## config.mk

```make
export PLATFORM = sky130hd
export DESIGN_NAME = stage_execute_rle_flat
export DESIGN_NICKNAME = d
export VERILOG_FILES = /design/src/rtl/stage_execute_rle_if.sv /design/src/rtl/stage_execute_rle.sv /design/src/flat_wrapper.sv
export SDC_FILE = /design/constraint.sdc
export NUM_CORES = 1
export LEC_CHECK = 0
export BUFFER_PORTS_ARGS = -buffer_cell sky130_fd_sc_hd__buf_2
export CAP_MARGIN = 10
export CORE_MARGIN = 2
export CORE_UTILIZATION = 32
export CTS_BUF_LIST = sky130_fd_sc_hd__clkbuf_16
export DETAILED_ROUTE_END_ITERATION = 8
export SLEW_MARGIN = 20
export SYNTH_ARGS = -nofsm -noshare
export SYNTH_HDL_FRONTEND = slang
export SYNTH_SLANG_ARGS = --single-unit
```

## constraint.sdc

```tcl
create_clock -name clk -period 4.5 [get_ports clk]
set_input_delay 0.45 -clock clk [delete_from_list [all_inputs] [get_ports clk]]
set_output_delay 0.45 -clock clk [all_outputs]
set_load 0.1 [all_outputs]
```

## src/rtl/stage_execute_rle_if.sv

```systemverilog
// ----------------------------------------------------------------------------
// stage_execute_rle_if
// Bundles the operation handshake, data-pointer, data-RAM read, I/O channel
// and result bus of the RLE execute stage.
//   operation_in/count_in/op_valid/op_ack : upstream operation handshake
//   dp/dp_ce/dp_down/dp_step/dp_cache     : data-pointer update and cache
//   dce/da/dd                             : data RAM read (dd one cycle late)
//   cd/crda/cack                          : input channel byte/ready/consume
//   od/owr/ordy                           : output channel byte/strobe/ready
//   operation/count/a                     : registered result to next stage
// The slave modport is the execute stage; master is its environment.
// ----------------------------------------------------------------------------
interface stage_execute_rle_if #(
    parameter int A_WIDTH = 12,
    parameter int D_WIDTH = 8,
    parameter int C_WIDTH = 4
);
    localparam int OPCODE_MSB = 7;

    logic [OPCODE_MSB:0] operation_in;
    logic [C_WIDTH-1:0]  count_in;
    logic                op_valid;
    logic                op_ack;
    logic [A_WIDTH-1:0]  dp;
    logic                dp_ce;
    logic                dp_down;
    logic [C_WIDTH:0]    dp_step;
    logic [A_WIDTH-1:0]  dp_cache;
    logic                dce;
    logic [A_WIDTH-1:0]  da;
    logic [D_WIDTH-1:0]  dd;
    logic [7:0]          cd;
    logic                crda;
    logic                cack;
    logic [D_WIDTH-1:0]  od;
    logic                owr;
    logic                ordy;
    logic [OPCODE_MSB:0] operation;
    logic [C_WIDTH-1:0]  count;
    logic [D_WIDTH-1:0]  a;

    modport master (
        output operation_in, count_in, op_valid, dp, dd, cd, crda, ordy,
        input  op_ack, dp_ce, dp_down, dp_step, dp_cache, dce, da, cack,
               od, owr, operation, count, a
    );

    modport slave (
        input  operation_in, count_in, op_valid, dp, dd, cd, crda, ordy,
        output op_ack, dp_ce, dp_down, dp_step, dp_cache, dce, da, cack,
               od, owr, operation, count, a
    );
endinterface

```

## src/rtl/stage_execute_rle.sv

```systemverilog
// ----------------------------------------------------------------------------
// stage_execute_rle
// Execute stage of a run-length-encoded brainfuck-style processor. Each
// accepted operation carries a repeat count; the stage reads the current cell
// (or forwards the value the previous operation just produced), performs the
// arithmetic or I/O, and hands a registered result to the write-back stage.
// Ports:
//   clk, reset : rising-edge clock, synchronous active-high reset
//   bus        : stage_execute_rle_if slave (handshake, pointer, RAM, I/O,
//                result) -- see the interface file for the signal list
// ----------------------------------------------------------------------------
module stage_execute_rle #(
    parameter int A_WIDTH = 12,
    parameter int D_WIDTH = 8,
    parameter int C_WIDTH = 4
) (
    input logic                clk,
    input logic                reset,
    stage_execute_rle_if.slave bus
);
    localparam int OPCODE_MSB   = 7;
    localparam int OP_INC       = 0;
    localparam int OP_DEC       = 1;
    localparam int OP_INCDP     = 2;
    localparam int OP_DECDP     = 3;
    localparam int OP_IN        = 4;
    localparam int OP_OUT       = 5;
    localparam int OP_LOOPBEGIN = 6;
    localparam int OP_LOOPEND   = 7;

    typedef enum logic [1:0] {S_IDLE, S_FETCH, S_EMIT} state_t;

    state_t              r_state;
    logic [OPCODE_MSB:0] r_operation;
    logic [C_WIDTH-1:0]  r_count;
    logic [D_WIDTH-1:0]  r_a;
    logic [D_WIDTH-1:0]  r_hold;
    logic [A_WIDTH-1:0]  r_dpCache;
    logic                r_ddValid;

    state_t              w_nextState;
    logic                w_isInc, w_isDec, w_isIncDp, w_isDecDp;
    logic                w_isIn, w_isOut, w_isLoopBegin, w_isLoopEnd;
    logic [C_WIDTH:0]    w_step;
    logic [D_WIDTH-1:0]  w_stepD;
    logic                w_needMem, w_dirty;
    logic                w_ack, w_stall, w_dce, w_cack, w_owr, w_latchHold;
    logic [D_WIDTH-1:0]  w_datum, w_od, w_result;

    assign w_isInc       = bus.operation_in[OP_INC];
    assign w_isDec       = bus.operation_in[OP_DEC];
    assign w_isIncDp     = bus.operation_in[OP_INCDP];
    assign w_isDecDp     = bus.operation_in[OP_DECDP];
    assign w_isIn        = bus.operation_in[OP_IN];
    assign w_isOut       = bus.operation_in[OP_OUT];
    assign w_isLoopBegin = bus.operation_in[OP_LOOPBEGIN];
    assign w_isLoopEnd   = bus.operation_in[OP_LOOPEND];

    // A zero count encodes a full 2^C_WIDTH run, so the MSB of the step is
    // simply "count is zero" on top of the (then all-zero) count bits.
    assign w_step  = {(bus.count_in == '0), bus.count_in};
    assign w_stepD = D_WIDTH'(w_step);

    assign w_needMem = w_isInc | w_isDec | w_isOut | w_isLoopBegin | w_isLoopEnd;

    // The previous result is still in flight to the RAM when it modified the
    // cell, so its value must be forwarded instead of read back.
    assign w_dirty = r_operation[OP_INC] | r_operation[OP_DEC] | r_operation[OP_IN];

    // Per-cycle control: decides acceptance, RAM issue, I/O strobes and the
    // next FSM state. Everything is held low while reset is asserted, and a
    // missing op_valid abandons any fetch or emit in progress.
    always_comb begin
        w_nextState = S_IDLE;
        w_ack       = 1'b0;
        w_stall     = 1'b0;
        w_dce       = 1'b0;
        w_cack      = 1'b0;
        w_owr       = 1'b0;
        w_latchHold = 1'b0;
        w_datum     = '0;
        w_od        = '0;
        if (!reset && bus.op_valid) begin
            case (r_state)
                S_IDLE: begin
                    if (w_isIn) begin
                        if (bus.crda) begin
                            w_cack = 1'b1;
                            w_ack  = 1'b1;
                        end else begin
                            w_stall = 1'b1;
                        end
                    end else if (w_needMem && w_dirty) begin
                        w_datum = r_a;
                        if (w_isOut) begin
                            w_owr = 1'b1;
                            w_od  = r_a;
                            if (bus.ordy) begin
                                w_ack = 1'b1;
                            end else begin
                                w_stall     = 1'b1;
                                w_latchHold = 1'b1;
                                w_nextState = S_EMIT;
                            end
                        end else begin
                            w_ack = 1'b1;
                        end
                    end else if (w_needMem) begin
                        w_dce       = 1'b1;
                        w_stall     = 1'b1;
                        w_nextState = S_FETCH;
                    end else begin
                        w_ack = 1'b1;
                    end
                end
                S_FETCH: begin
                    w_dce = 1'b1;
                    if (r_ddValid) begin
                        w_datum = bus.dd;
                        if (w_isOut) begin
                            w_owr = 1'b1;
                            w_od  = bus.dd;
                            if (bus.ordy) begin
                                w_ack = 1'b1;
                            end else begin
                                w_stall     = 1'b1;
                                w_latchHold = 1'b1;
                                w_nextState = S_EMIT;
                            end
                        end else begin
                            w_ack = 1'b1;
                        end
                    end else begin
                        // No read was issued last cycle; reissue and wait.
                        w_stall     = 1'b1;
                        w_nextState = S_FETCH;
                    end
                end
                S_EMIT: begin
                    w_owr   = 1'b1;
                    w_od    = r_hold;
                    w_datum = r_hold;
                    if (bus.ordy) begin
                        w_ack = 1'b1;
                    end else begin
                        w_stall     = 1'b1;
                        w_nextState = S_EMIT;
                    end
                end
                default: w_nextState = S_IDLE;
            endcase
        end
    end

    // Result value registered on completion; all arithmetic wraps at D_WIDTH.
    always_comb begin
        w_result = '0;
        if (w_isInc) begin
            w_result = w_datum + w_stepD;
        end else if (w_isDec) begin
            w_result = w_datum - w_stepD;
        end else if (w_isIn) begin
            w_result = D_WIDTH'(bus.cd);
        end else if (w_isOut | w_isLoopBegin | w_isLoopEnd) begin
            w_result = w_datum;
        end
    end

    // State and result registers. Stalls push a bubble downstream so a
    // half-finished operation is never mistaken for a completed one; idle
    // cycles leave the result untouched.
    always_ff @(posedge clk) begin
        if (reset) begin
            r_state     <= S_IDLE;
            r_operation <= '0;
            r_count     <= '0;
            r_a         <= '0;
            r_hold      <= '0;
            r_dpCache   <= '0;
            r_ddValid   <= 1'b0;
        end else begin
            r_state   <= w_nextState;
            r_dpCache <= bus.dp;
            r_ddValid <= w_dce;
            if (w_latchHold) begin
                r_hold <= w_datum;
            end
            if (w_ack) begin
                r_operation <= bus.operation_in;
                r_count     <= bus.count_in;
                r_a         <= w_result;
            end else if (w_stall) begin
                r_operation <= '0;
                r_count     <= '0;
                r_a         <= '0;
            end
        end
    end

    assign bus.op_ack    = w_ack;
    assign bus.dp_ce     = w_ack & (w_isIncDp | w_isDecDp);
    assign bus.dp_down   = w_ack & w_isDecDp;
    assign bus.dp_step   = w_step;
    assign bus.dp_cache  = r_dpCache;
    assign bus.dce       = w_dce;
    assign bus.da        = bus.dp;
    assign bus.cack      = w_cack;
    assign bus.od        = w_od;
    assign bus.owr       = w_owr;
    assign bus.operation = r_operation;
    assign bus.count     = r_count;
    assign bus.a         = r_a;
endmodule

```

## src/flat_wrapper.sv

```systemverilog
// flat-port wrapper written by rule: the top's interface ports become plain ports
module stage_execute_rle_flat 
#(
    parameter int A_WIDTH = 12,
    parameter int D_WIDTH = 8,
    parameter int C_WIDTH = 4
)
  (clk, reset, bus_operation_in, bus_count_in, bus_op_valid, bus_dp, bus_dd, bus_cd, bus_crda, bus_ordy, bus_op_ack, bus_dp_ce, bus_dp_down, bus_dp_step, bus_dp_cache, bus_dce, bus_da, bus_cack, bus_od, bus_owr, bus_operation, bus_count, bus_a);
  stage_execute_rle_if #(.A_WIDTH(A_WIDTH), .D_WIDTH(D_WIDTH), .C_WIDTH(C_WIDTH)) bus_i ();
  input logic clk;
  input logic reset;
  input wire logic [$bits(bus_i.operation_in)-1:0] bus_operation_in;
  input wire logic [$bits(bus_i.count_in)-1:0] bus_count_in;
  input wire logic [$bits(bus_i.op_valid)-1:0] bus_op_valid;
  input wire logic [$bits(bus_i.dp)-1:0] bus_dp;
  input wire logic [$bits(bus_i.dd)-1:0] bus_dd;
  input wire logic [$bits(bus_i.cd)-1:0] bus_cd;
  input wire logic [$bits(bus_i.crda)-1:0] bus_crda;
  input wire logic [$bits(bus_i.ordy)-1:0] bus_ordy;
  output wire logic [$bits(bus_i.op_ack)-1:0] bus_op_ack;
  output wire logic [$bits(bus_i.dp_ce)-1:0] bus_dp_ce;
  output wire logic [$bits(bus_i.dp_down)-1:0] bus_dp_down;
  output wire logic [$bits(bus_i.dp_step)-1:0] bus_dp_step;
  output wire logic [$bits(bus_i.dp_cache)-1:0] bus_dp_cache;
  output wire logic [$bits(bus_i.dce)-1:0] bus_dce;
  output wire logic [$bits(bus_i.da)-1:0] bus_da;
  output wire logic [$bits(bus_i.cack)-1:0] bus_cack;
  output wire logic [$bits(bus_i.od)-1:0] bus_od;
  output wire logic [$bits(bus_i.owr)-1:0] bus_owr;
  output wire logic [$bits(bus_i.operation)-1:0] bus_operation;
  output wire logic [$bits(bus_i.count)-1:0] bus_count;
  output wire logic [$bits(bus_i.a)-1:0] bus_a;
  assign bus_i.operation_in = bus_operation_in;
  assign bus_i.count_in = bus_count_in;
  assign bus_i.op_valid = bus_op_valid;
  assign bus_i.dp = bus_dp;
  assign bus_i.dd = bus_dd;
  assign bus_i.cd = bus_cd;
  assign bus_i.crda = bus_crda;
  assign bus_i.ordy = bus_ordy;
  assign bus_op_ack = bus_i.op_ack;
  assign bus_dp_ce = bus_i.dp_ce;
  assign bus_dp_down = bus_i.dp_down;
  assign bus_dp_step = bus_i.dp_step;
  assign bus_dp_cache = bus_i.dp_cache;
  assign bus_dce = bus_i.dce;
  assign bus_da = bus_i.da;
  assign bus_cack = bus_i.cack;
  assign bus_od = bus_i.od;
  assign bus_owr = bus_i.owr;
  assign bus_operation = bus_i.operation;
  assign bus_count = bus_i.count;
  assign bus_a = bus_i.a;
  stage_execute_rle #(.A_WIDTH(A_WIDTH), .D_WIDTH(D_WIDTH), .C_WIDTH(C_WIDTH)) u_core (.clk(clk), .reset(reset), .bus(bus_i));
endmodule
```

### After elaboration in Yosys (flattened, before gate mapping)

Index checks and enable logic that the tools add are counted.

* register bits: 43
* latch bits: 0
* bits in writable memories: 0
* ROM bits: 0
* input port bits: 45
* logic and storage cells: 94
* memories: 0

* add/sub/neg operators: 2
* $mul: 0
* div/mod/pow operators: 0
* order comparisons: 0
* equal/unequal tests: 2
* shift-type cells: 0
* mux-type cells: 64
* bitwise logic cells: 12
* reduce and logical (&&, ||, !) cells: 7

Operators by type and width (number)
* 2-to-1 mux 8 bit: 17
* one-hot mux 8 bit (3 select lines): 2
* 2-to-1 mux 1 bit: 32
* 2-to-1 mux 2 bit: 5
* bitwise OR 1 bit: 9
* one-hot mux 1 bit (3 select lines): 3
* adder 8 x 5 -> 8 bit: 1
* 2-to-1 mux 4 bit: 2
* subtractor 8 x 5 -> 8 bit: 1
* one-hot mux 2 bit (3 select lines): 1
* zero test 4 bit: 1
* one-hot mux 1 bit (2 select lines): 2
* AND 1 bit: 2
* equality test 2 x 1 -> 1 bit (second input constant): 1
* equality test 2 bit (second input constant): 1
* logical AND 1 bit: 2
* zero test 2 bit: 1
* nonzero test 2 bit: 1
* OR reduction 2 bit: 1
* zero test 1 bit: 1
* inverter 1 bit: 1

### Logic depth before layout (Yosys ltp)

* word-level depth: 14
* depth in mapped cells: 15

### Worst setup path after synthesis

Ideal clock, no wire load.

* path kind: reg2out
* start point: register u_core.r_operation[0] (netlist: u_core.bus.operation[0])
* end point: output port bus_od[4]
* arrival: 3842 ps
* data required time: 4050 ps
* slack: 208 ps
* stages on the path, launching flop included: 6
* cells stage by stage: dfxtp_1 or3_4 nand3_1 nor2_1 a222oi_1 nor3_1

* cells in the longest elaborated chain, start to end: 7

Ends and longest elaborated chain
* start, declared: line stage_execute_rle.sv:34 `logic [OPCODE_MSB:0] r_operation;`
* start signal, assigned: line stage_execute_rle.sv:189 `r_operation <= bus.operation_in;`
* bitwise OR 1 bit (2 in a row): line stage_execute_rle.sv:68 `assign w_dirty = r_operation[OP_INC] | r_operation[OP_DEC] | r_operation[OP_IN];`
* logical AND 1 bit: line stage_execute_rle.sv:93 `end else if (w_needMem && w_dirty) begin`
* 2-to-1 mux 8 bit: line stage_execute_rle.sv:93
* 2-to-1 mux 8 bit: line stage_execute_rle.sv:86 `if (w_isIn) begin`
* one-hot mux 8 bit (3 select lines): line stage_execute_rle.sv:84 `case (r_state)`
* 2-to-1 mux 8 bit: line stage_execute_rle.sv:83 `if (!reset && bus.op_valid) begin`
* end, declared: line flat_wrapper.sv:28 `output wire logic [$bits(bus_i.od)-1:0] bus_od;`

No other way between the ends.

### Final worst setup path

* start point: register u_core.r_state[1]
* end point: register u_core.r_a[5] (netlist: u_core.bus.a[5])

* elaborated cells between the ends (all ways): 17
* classes of those cells: add/sub (2); eq/ne (2); mux (11); reduce/logical (2)

RTL lines
* start, declared: line stage_execute_rle.sv:33 `state_t r_state;`
* start signal, assigned: line stage_execute_rle.sv:182 `r_state <= w_nextState;`
* equality test 2 bit (tied with other cells): line stage_execute_rle.sv:84
* one-hot mux 8 bit (3 select lines) (*): line stage_execute_rle.sv:84
* 2-to-1 mux 8 bit (*): line stage_execute_rle.sv:83
* via u_core.w_datum[0]: line stage_execute_rle.sv:48 `logic [D_WIDTH-1:0] w_datum, w_od, w_result;`
* subtractor 8 x 5 -> 8 bit: line stage_execute_rle.sv:161 `w_result = w_datum - w_stepD;`
* 2-to-1 mux 8 bit: line stage_execute_rle.sv:160 `end else if (w_isDec) begin`
* 2-to-1 mux 8 bit (*): line stage_execute_rle.sv:158 `if (w_isInc) begin`
* 2-to-1 mux 8 bit (*): line stage_execute_rle.sv:188 `if (w_ack) begin`
* end signal, assigned: line stage_execute_rle.sv:191 `r_a <= w_result;`
* end, declared: line stage_execute_rle.sv:36 `logic [D_WIDTH-1:0] r_a;`

The timed path passes the listed nets; every way through them passes the cells marked *.
A chain may end at the register's enable or synchronous reset.

==> results.toml <==
[sta]
finalClockSkew_ns = 0.00434
worst_slew_pin_slew_ns = 1.02
hold_viol = 0
slew_viol_final = 0
setup_viol = 0
rsz0062_at_grt = "no"
fmax_mhz = 264
finalCritPeriodShare = 0.840
period_needed_ns = 3.78
maxSlewHeadroom = 0.315
setup_tns_ns = 0

[global_routing]
grt_pass1_vias = 2778
grt_pass1_wl_mm = 15.1
grt_max_degree = 38
grt-ovfl-total = 0
grtUsageTotal = 0.193
grt_antenna_before_repair = 0

[run_status]
outcome = "finished, final reports clean"

[cts]
cts_inserted_buffers = 5
cts_hold_buf = 0
clkTransAtPathRegs_ns = 0.06
cts_tree = "done"
cts_max_level = 2
cts_resized = 0
clock_latency_ns = 0.29
clk_path_buf_depth = 2
cts-root-buf = "clkbuf_16"
cts.sink_count = 43
post_cts_buffers = 0

[min_path]
hold_path.class = "in2reg"

[setup_path]
path_delay_family = "compound AO/OA/AOI/OAI gates"
endpoint_kind = "flip-flop"
path_cells = "nor2b_1 > a222oi_1 > nor2_1 > inv_1 > ha_1 > a311o_1 > a2111oi_4 > o41ai_4 > xnor2_1 > a2111oi_0 > o21bai_1"
worstPathMaxFanout = 17
slowest_delay_ns = 0.65
crit_buf_inv = 1
cp_data_arrival_time_ns = 4.00
cp_slowest_cell = "nor2b_1"
startpoint_type = "flip-flop"
required_ns = 4.72
critical_path_class = "reg2reg"

[logic_synthesis]
syn_nets = 416
async_reset_ff_frac = 0
yosys-top-cells-count = "57 x nor2_1, 43 x dfxtp_1, 24 x a21oi_1"
ys.flop_type = "dfxtp_1"
ys_seq_elements = 43
synth_area_mm2 = 0.00292
synth.avg_cell_area_um2 = 8.12
netlist.area_leader.share = 0.295
synth_area_leaders = "dfxtp_1 29%, nor2_1 7.3%, ha_1 4.7%"
synth-warning-count = 0
yosysMostFrequentCell = "nor2_1"
yosys.area.top_type = "dfxtp_1"
ys_seq_area_frac = 0.295
synthCells = 360
synth_edf_count = 0
synth_cell_type_count = 66

[final_layout]
drive_gt1_frac = 0.307
fin_nets = 498
diodes = 0
stdcell_area_mm2 = 0.00358
area_delta_synth_final_pct = 22.3
nFillCells = 900

[route]
vias_per_cell = 5.54
drtPass1Iterations = 4
drt_wl_total_mm = 9.66
vias = 3051
drc = 0
drtIter0Drc = 183
ant_nets = 0
wl_per_cell_um = 17.5

[floorplanning]
die_x_um = 99.6
io_pins = 108
die_h_um = 99.6
dieArea_mm2 = 0.00991
rows = 34
core-area_mm2 = 0.00881
initial_utilization = 0.332

[place]
gp_congestion = 0.942
placed_cell_area_mm2 = 0.00341
dpl.hpwl_mm = 7.44
io_buffers = 107

[pwr]
p_leak_nw = 1.65
vdd_drop_max_v = 0.000165
power-per-cell-area_mw_per_mm2 = 318

[run]
cap_viol_max_count = 0
path summary, 6_finish.rpt:
check	endpoint	slack, ns	from	cells after the start
worst max register to register	u_core.bus.a[5]	0.72	u_core.r_state[1]	11
worst min-delay path	u_core.bus.dp_cache[7]	0.38	bus_dp[7]	2
worst max-delay path	u_core.bus.a[5]	0.72	u_core.r_state[1]	11
worst min register to register	u_core.bus.operation[3]	0.49	u_core.bus.operation[3]	2
cell families (layout without fill, tap and decap cells):
| kind of cell | after synthesis | count (layout) | share of synthesized area |
|---|---|---|---|
| fa+ha+maj | 11 | 11 | 0.0471 |
| flops | 43 | 43 | 0.295 |
| simple gates | 139 | 139 | 0.246 |
| compound gates | 99 | 99 | 0.266 |
| mux | 6 | 6 | 0.0223 |
| xor+xnor | 7 | 7 | 0.0210 |
| buf+inv | 55 | 138 | 0.103 |
sequential cells by signal (all words and copies together) (netlist names):
signal	flops
u_core.bus.dp_cache	12
u_core.bus.operation	8
u_core.r_state	2
u_core.r_hold	8
u_core.bus.a	8
u_core.r_ddValid	1
u_core.bus.count	4
metal layers:
| layer | part of all wire | global-route usage | vias up |
|---|---|---|---|
| met5 | 0 | 0 | - |
| met4 | 0.025 | 0.0674 | 0 |
| met3 | 0.072 | 0.0408 | 23 |
| met2 | 0.45 | 0.297 | 150 |
| met1 | 0.45 | 0.268 | 1428 |
| li1 | - | - | 1450 |
area by class of cell:
type	instances	area, um^2	share of cell area
Sequential cell	43	861	0.241
Clock inverter	3	42.5	0.0119
Timing Repair Buffer	115	596	0.167
Multi-Input combinational cell	262	1760	0.492
Tap cell	108	135	0.0378
Clock buffer	5	125	0.0350
Inverter	15	56.3	0.0157
stage by stage:
stage / cells / hold slack [ns] / util / setup slack [ns] / total power [W]
finish: 551 / 0.379 / 0.406 / 0.719 / 0.00114
global route: 551 / 0.377 / 0.406 / 0.420 / 0.00118
CTS: 551 / 0.379 / 0.406 / 0.752 / 0.00115
detailed placement: 543 / 0.477 / 0.387 / 0.623 / 0.000725
global placement: 543 / 0.464 / 0.387 / 0.757 / 0.000725
floorplan: 360 / 0.449 / - / 0.208 / 0.000665
placed cells by master (no fill, tap or decap), types with 8 or more instances in the layout:
master,n
nor2_1,57
ha_1,11
dfxtp_1,43
nand2_1,10
a21oi_1,24
nor2b_1,13
buf_2,107
inv_1,15
a22oi_1,11
buf_4,8
nor3_1,18
worst reg2reg max path, stage by stage (launching register included):
cell and delay (ns):
dfxtp_1 0.62, nor2b_1 0.65, a222oi_1 0.19, nor2_1 0.28, inv_1 0.13, ha_1 0.20, a311o_1 0.31, a2111oi_4 0.53
o41ai_4 0.12, xnor2_1 0.14, a2111oi_0 0.38, o21bai_1 0.16
power breakdown:
group          switching (W)  internal, W
combinational       0.000249    0.0000647
clock               0.000158     0.000262
sequential         0.0000106     0.000394
No activity file was read; power rests on OpenSTA's default activity.
